[config.mk]
export PLATFORM = sky130hd
export DESIGN_NAME = pulse_tx_flat
export DESIGN_NICKNAME = d
export VERILOG_FILES = /design/src/rtl/pulse_tx_if.sv /design/src/rtl/pulse_tx.sv /design/src/flat_wrapper.sv
export SDC_FILE = /design/constraint.sdc
export NUM_CORES = 1
export LEC_CHECK = 0
export BUFFER_PORTS_ARGS = -buffer_cell sky130_fd_sc_hd__buf_2
export CORE_MARGIN = 5
export CORE_UTILIZATION = 35
export DETAILED_ROUTE_END_ITERATION = 10
export MAX_ROUTING_LAYER = met4
export SLEW_MARGIN = 10
export SYNTH_ARGS = -nofsm -noshare
export SYNTH_HDL_FRONTEND = slang
export SYNTH_SLANG_ARGS = --single-unit
[constraint.sdc]
create_clock -name clk_i -period 3.8 [get_ports clk_i]
set_clock_uncertainty 0.05 [all_clocks]
set_input_delay 0.57 -clock clk_i [delete_from_list [all_inputs] [get_ports clk_i]]
set_output_delay 0.57 -clock clk_i [all_outputs]
set_load 0.005 [all_outputs]
[src/rtl/pulse_tx_if.sv]
// Request/status bundle between the register block and the pulse transmitter.
interface pulse_tx_if #(
    parameter int PEND_W = 4
);
    logic              req_i;
    logic [PEND_W-1:0] req_cnt_i;
    logic              abort_i;
    logic              clr_i;
    logic              sig_o;
    logic              busy_o;
    logic [PEND_W-1:0] pending_o;
    logic              done_o;
    logic              ovf_o;

    modport master (
        output req_i, req_cnt_i, abort_i, clr_i,
        input  sig_o, busy_o, pending_o, done_o, ovf_o
    );

    modport slave (
        input  req_i, req_cnt_i, abort_i, clr_i,
        output sig_o, busy_o, pending_o, done_o, ovf_o
    );
endinterface

[src/rtl/pulse_tx.sv]
// Shapes queued requests into HIGH_CYC-high pulses separated by LOW_CYC-low gaps.
// Latency: a request sampled at edge N raises sig_o at edge N+1 when idle.
// No backpressure: requests saturate the pending counter and set the sticky ovf_o.
module pulse_tx #(
    parameter int CNT_W    = 8,
    parameter int HIGH_CYC = 128,
    parameter int LOW_CYC  = 128,
    parameter int PEND_W   = 4
) (
    input  logic      clk_i,
    input  logic      rst_i,
    pulse_tx_if.slave bus
);
    typedef enum logic [1:0] {IDLE, HIGH, LOW} state_t;

    localparam logic [CNT_W-1:0]  HIGH_LOAD = CNT_W'(HIGH_CYC - 1);
    localparam logic [CNT_W-1:0]  LOW_LOAD  = CNT_W'(LOW_CYC - 1);
    localparam logic [PEND_W:0]   PEND_MAX  = {1'b0, {PEND_W{1'b1}}};

    state_t            state_q, state_d;
    logic [CNT_W-1:0]  timer_q, timer_d;
    logic [PEND_W-1:0] pend_q, pend_d;
    logic [PEND_W:0]   pend_sum;
    logic              sig_q, sig_d;
    logic              busy_q;
    logic              done_q, done_d;
    logic              ovf_q, ovf_d;
    logic              launch;

    always_comb begin
        state_d  = state_q;
        timer_d  = timer_q;
        sig_d    = sig_q;
        done_d   = 1'b0;
        launch   = 1'b0;
        pend_d   = pend_q;
        ovf_d    = ovf_q & ~bus.clr_i;
        pend_sum = '0;

        case (state_q)
            IDLE: begin
                if (pend_q != '0 && !bus.abort_i) launch = 1'b1;
            end
            HIGH: begin
                // Abort cuts the high phase short but still enforces the full gap.
                if (bus.abort_i || timer_q == '0) begin
                    state_d = LOW;
                    sig_d   = 1'b0;
                    timer_d = LOW_LOAD;
                end else begin
                    timer_d = timer_q - 1'b1;
                end
            end
            LOW: begin
                if (timer_q == '0) begin
                    if (pend_q != '0 && !bus.abort_i) begin
                        launch = 1'b1;
                    end else begin
                        state_d = IDLE;
                        done_d  = 1'b1;
                    end
                end else begin
                    timer_d = timer_q - 1'b1;
                end
            end
            default: state_d = IDLE;
        endcase

        if (launch) begin
            state_d = HIGH;
            sig_d   = 1'b1;
            timer_d = HIGH_LOAD;
        end

        // launch implies pend_q != 0, so the subtraction cannot underflow.
        pend_sum = {1'b0, pend_q} - {{PEND_W{1'b0}}, launch}
                 + (bus.req_i ? {1'b0, bus.req_cnt_i} : {(PEND_W+1){1'b0}});

        if (bus.abort_i) begin
            pend_d = '0;
        end else if (pend_sum > PEND_MAX) begin
            pend_d = '1;
            ovf_d  = 1'b1;
        end else begin
            pend_d = pend_sum[PEND_W-1:0];
        end
    end

    always_ff @(posedge clk_i or posedge rst_i) begin
        if (rst_i) begin
            state_q <= IDLE;
            timer_q <= '0;
            pend_q  <= '0;
            sig_q   <= 1'b0;
            busy_q  <= 1'b0;
            done_q  <= 1'b0;
            ovf_q   <= 1'b0;
        end else begin
            state_q <= state_d;
            timer_q <= timer_d;
            pend_q  <= pend_d;
            sig_q   <= sig_d;
            busy_q  <= (state_d != IDLE);
            done_q  <= done_d;
            ovf_q   <= ovf_d;
        end
    end

    assign bus.sig_o     = sig_q;
    assign bus.busy_o    = busy_q;
    assign bus.pending_o = pend_q;
    assign bus.done_o    = done_q;
    assign bus.ovf_o     = ovf_q;
endmodule
[src/flat_wrapper.sv]
// flat-port wrapper written by rule: the top's interface ports become plain ports
module pulse_tx_flat 
#(
    parameter int CNT_W    = 8,
    parameter int HIGH_CYC = 128,
    parameter int LOW_CYC  = 128,
    parameter int PEND_W   = 4
)
  (clk_i, rst_i, bus_req_i, bus_req_cnt_i, bus_abort_i, bus_clr_i, bus_sig_o, bus_busy_o, bus_pending_o, bus_done_o, bus_ovf_o);
  pulse_tx_if #(.PEND_W(PEND_W)) bus_i ();
  input  logic clk_i;
  input  logic rst_i;
  input wire logic [$bits(bus_i.req_i)-1:0] bus_req_i;
  input wire logic [$bits(bus_i.req_cnt_i)-1:0] bus_req_cnt_i;
  input wire logic [$bits(bus_i.abort_i)-1:0] bus_abort_i;
  input wire logic [$bits(bus_i.clr_i)-1:0] bus_clr_i;
  output wire logic [$bits(bus_i.sig_o)-1:0] bus_sig_o;
  output wire logic [$bits(bus_i.busy_o)-1:0] bus_busy_o;
  output wire logic [$bits(bus_i.pending_o)-1:0] bus_pending_o;
  output wire logic [$bits(bus_i.done_o)-1:0] bus_done_o;
  output wire logic [$bits(bus_i.ovf_o)-1:0] bus_ovf_o;
  assign bus_i.req_i = bus_req_i;
  assign bus_i.req_cnt_i = bus_req_cnt_i;
  assign bus_i.abort_i = bus_abort_i;
  assign bus_i.clr_i = bus_clr_i;
  assign bus_sig_o = bus_i.sig_o;
  assign bus_busy_o = bus_i.busy_o;
  assign bus_pending_o = bus_i.pending_o;
  assign bus_done_o = bus_i.done_o;
  assign bus_ovf_o = bus_i.ovf_o;
  pulse_tx #(.CNT_W(CNT_W), .HIGH_CYC(HIGH_CYC), .LOW_CYC(LOW_CYC), .PEND_W(PEND_W)) u_core (.clk_i(clk_i), .rst_i(rst_i), .bus(bus_i));
endmodule
# Word-level counts from Yosys, hierarchy flattened
# Cells that the tools add are included.
totals:
  register_bits: 18
  out_inout_bits: 8
classes:
  n_addsub: 3
  magnitude_cmp: 1
  n_eq_ne: 3
  muxes: 23
  bitwise_logic: 2
  n_reduce_logical: 12
op_table:
  columns: ["op", "n"]
  rows:
  - ["8-bit two-way mux", 3]
  - ["8-bit one-hot mux with 2 select lines", 1]
  - ["4-bit two-way mux", 3]
  - ["1-bit two-way mux", 10]
  - ["8-bit logical NOT", 1]
  - ["2-bit two-way mux", 4]
  - ["8-bit by 1-bit subtractor with 8-bit output, second input constant", 1]
  - ["2-bit one-hot mux with 3 select lines", 1]
  - ["2-bit nonzero test", 3]
  - ["5-bit adder", 1]
  - ["5-bit by 4-bit > comparator with 1-bit output, second input constant", 1]
  - ["4-bit by 1-bit subtractor with 5-bit output", 1]
  - ["2-bit AND reduction", 2]
  - ["4-bit nonzero test", 1]
  - ["3-bit by 2-bit inequality test with 1-bit output, second input constant", 1]
  - ["3-bit nonzero test", 1]
  - ["2-bit by 1-bit == test with 1-bit output, second input constant", 1]
  - ["2-bit == test, second input constant", 1]
  - ["2-bit logical NOT", 1]
  - ["1-bit one-hot mux with 2 select lines", 1]
  - ["1-bit bitwise AND", 1]
  - ["1-bit logical AND", 1]
  - ["1-bit logical NOT", 1]
  - ["1-bit logical OR", 1]
  - ["1-bit NOT", 1]

# Longest topological paths before layout
logic_depth:
  depth_word: 10
  ltp_mapped: 15
  depth_no_buf: 15

# Worst setup path after synthesis
# Ideal clock, no wire load.
synth_timing:
  kind: "register to register"
  start: "register u_core.timer_q[0]"
  end: "register u_core.ovf_q (netlist: u_core.bus.ovf_o)"
  setup_ps: 140
  t_arrival_ps: 2760
  required_time_ps: 3610
  path_slack_ps: 850
  stages_incl_launch_ff: 16
  cell_sequence: "dfrtp_1 > inv_1 > ha_1 > nor4b_4 > and3_1 > o21a_4 > ha_1 > inv_1 > ha_1 > inv_1 > fa_1 > inv_1 > a21o_1 > a21oi_1 > xor2_1 > o22ai_1"
synth_via:
  elab_chain_len: 8
synth_rtl:
  columns: ["element", "line", "source"]
  rows:
  - ["from (decl)", "pulse_tx.sv:21", "logic [CNT_W-1:0] timer_q, timer_d;"]
  - ["from (signal assigned)", "pulse_tx.sv:100", "timer_q <= timer_d;"]
  - ["8-bit logical NOT", "pulse_tx.sv:55", "if (timer_q == '0) begin"]
  - ["1-bit two-way mux", "pulse_tx.sv:55", null]
  - ["1-bit one-hot mux with 2 select lines", "pulse_tx.sv:40", "case (state_q)"]
  - ["net u_core.launch", "pulse_tx.sv:28", "logic launch;"]
  - ["4-bit by 1-bit subtractor with 5-bit output", "pulse_tx.sv:76", "pend_sum = {1'b0, pend_q} - {{PEND_W{1'b0}}, launch}"]
  - ["5-bit adder", "pulse_tx.sv:77", "+ (bus.req_i ? {1'b0, bus.req_cnt_i} : {(PEND_W+1){1'b0}});"]
  - ["5-bit by 4-bit > comparator with 1-bit output", "pulse_tx.sv:81", "end else if (pend_sum > PEND_MAX) begin"]
  - ["1-bit two-way mux", "pulse_tx.sv:81", null]
  - ["1-bit two-way mux", "pulse_tx.sv:79", "if (bus.abort_i) begin"]
  - ["net u_core.ovf_d", "pulse_tx.sv:27", "logic ovf_q, ovf_d;"]
  - ["to (signal assigned)", "pulse_tx.sv:105", "ovf_q <= ovf_d;"]
  - ["to (decl)", "pulse_tx.sv:27", null]
# The timed path passes the listed nets, and every way through them passes these cells.
# A chain may end at the register's enable or synchronous reset.

# Worst setup path after layout
# Ends and elaborated chain as after synthesis.

==> run metrics <==
final wirelength approximately 2200 um; startpoint types flop; share of the synthesized area in the top cell type 37.5%; vias in the first global route 983; clk buf depth 2; Syn Inst Count 126; Psw 439 uW; Leak Pwr 0.678 nW; WL met2 1070 um; first-pass GRT wire length 4080 um; Routed met3 length 56 um; drt first pass iters 4; Initial Util about 36%; P_int 565 uW; f_max 309 MHz; Synth warnings 0; clk sinks 18; core area 3340 um^2; setup TNS 0 ns; design area between 1000 and 1500 um^2; # hold bufs at CTS 0; Die ar. 4700 um^2; HP Class in2async; clk root buf clkbuf_4; share of layout cells above drive strength 1 between 20% and 30%; # port buffers 16; critical path class reg2reg; RSZ-0062 raised after global routing no; vias around 930; post-layout minimum cycle time 3.24 ns; Post-synth EDFFs 0; most common cell in the synthesized netlist inv_1; Fillers 350; Die Y-Extent 68.6 um; drt wl/cell around 12 um; # setup viols final 0; Die W approximately 69 um; Worst VDD drop around 330 uV; nets 170; GRT Util Overall approximately 12%; switch share 43.7%; max_slew headroom 54.5%; sequential power share between 30% and 40%; Main synth FF type dfrtp_1; Max Cap Violations 0; Seq/Total Area, Yosys 37.5%; worst slew pin tran 0.682 ns; Post-CTS Setup Inserts 0; HPWL after DPL 1770 um; area grow syn2layout 14.2%; Antenna Nets Post-Route 0; final hold vios 0; Clock transition at path regs 0.11 ns; average size of a mapped cell 9.52 um^2; CTS tree yes; CTS Buf Count 3; met1 wire length approximately 1100 um; H-tree Lvls 1; Ant. Diodes 0; final std cells w/o fill about 190; Placer Congestion 0.794; area of the mapped netlist 1200 um^2; Iter 0 DRT Violations 43; Hold Slack 0.306 ns; period utilization 85.2%; status completed; share of synthesized registers carrying an async set or reset 100%; most common library cells after synthesis 20 x inv_1, 18 x dfrtp_1, 15 x nand2_1; Ports 17; Logic pwr share between 50% and 60%; initial antenna violation count 0; Req. time, crit path just under 4 ns; Synth cell types 35; routed vias/inst 4.88; largest net degree at the start of global routing 19; critical path fanouts, max 7; top cells by area, synth dfrtp_1 38%, ha_1 15%, inv_1 6.3%, nand2_1 4.7%, a21oi_1 4.2%; DR top layer met4; Synth area leader dfrtp_1; total grt overflow 0; # rows 21; Cell Pwr Density 733 nW/um^2; post-placement cell count between 150 and 200; Clock Latency Late Sink roughly 0.30 ns; clock power share 12.0%; worst path arrival time 3.36 ns; critical path capture point type flop; Area after DPL 1330 um^2; post_cts resized 0; Slew Limit Fails 0; drt drc 0; Synth Net Count 150; Yosys reg bits 18
[logic make-up after synthesis]
family                   synth area share (%)
AO/OA/AOI/OAI                            13.7
XOR/XNOR                                 5.11
adder cells (fa/ha/maj)                  16.3
buffers and inverters                    6.57
flip-flops                               37.5
AND/OR/NAND/NOR                          20.9
[flip-flops by register name, summed over array words and instances, names as in the netlist]
name and flops:
u_core.bus.pending_o 4, u_core.state_q 2, u_core.timer_q 8, u_core.bus.sig_o 1, u_core.bus.ovf_o 1, u_core.bus.done_o 1, u_core.bus.busy_o 1
[routing by layer]
layer	GRT usage [%]	vias to the layer above
li1	-	459
met1	14.2	452
met2	20.1	17
met3	1.46	4
met4	5.96	0
met5	-	-
[placed cells by master, fill, tap and decap left out, drive strengths merged, types with 2 or more instances in the layout]
| cell | count |
|---|---|
| a21oi | 10 |
| xor2 | 3 |
| buf | 16 |
| o21ai | 2 |
| nor4 | 3 |
| o211ai | 2 |
| clkbuf | 4 |
| nand2 | 15 |
| nor2 | 9 |
| xnor2 | 4 |
| nor3 | 5 |
| inv | 20 |
| nand3 | 3 |
| dfrtp | 18 |
| ha | 14 |
| a21o | 3 |
[power by group through the flow]
stage / Sequential [mW] / Combinational (mW) / Clock (mW)
finish: 0.309 / 0.575 / 0.120
global route: 0.319 / 0.673 / 0.133
CTS: 0.309 / 0.586 / 0.123
detailed placement: 0.313 / 0.580 / 0
global placement: 0.312 / 0.571 / 0
floorplan: 0.306 / 0.442 / 0
[layout make-up]
class | count | area, um^2 | area share (%)
Clock buffer | 4 | 36.3 | 2.65
Inverter | 20 | 75.1 | 5.48
Multi-Input combinational cell | 87 | 671 | 48.9
Sequential cell | 18 | 450 | 32.9
Tap cell | 46 | 57.6 | 4.20
Timing Repair Buffer | 16 | 80.1 | 5.84
[critical path: stages, from the launching register on]
cell     delay (ns)
dfrtp_1        0.38
inv_1          0.12
ha_1           0.17
nor4b_4        0.35
and3_1         0.28
o21a_4         0.19
ha_1           0.24
inv_1          0.06
ha_1           0.16
inv_1          0.06
fa_1           0.39
inv_1          0.07
a21o_1         0.10
a21oi_1        0.07
xor2_1         0.31
o22ai_1        0.14
[worst paths after layout]
path | start | end | slack (ns) | cells after the start
setup / recovery | u_core.timer_q[0] | u_core.bus.ovf_o | 0.56 | 15
hold / removal | rst_i | u_core.state_q[1] | 0.31 | 2
setup reg to reg | u_core.timer_q[0] | u_core.bus.ovf_o | 0.56 | 15
hold reg to reg | u_core.timer_q[1] | u_core.timer_q[1] | 0.46 | 2
max in group asynchronous | rst_i | u_core.timer_q[7] | 2.96 | 2
min in group clk_i | bus_clr_i | u_core.bus.ovf_o | 0.40 | 2
[per-stage QoR]
| step | power, mW | setup slack [ns] | utilization, % |
|---|---|---|---|
| 6_report | 1.00 | 0.563 | 41.1 |
| 3_5_place_dp | 0.893 | 0.587 | 40.0 |
| 2_1_floorplan | 0.748 | 0.850 | - |
| 4_1_cts | 1.02 | 0.555 | 41.1 |
| 5_1_grt | 1.13 | 0.304 | 41.1 |
| 3_3_place_gp | 0.883 | 0.693 | 40.0 |
Note: power is estimated with default switching activity, not from simulation.
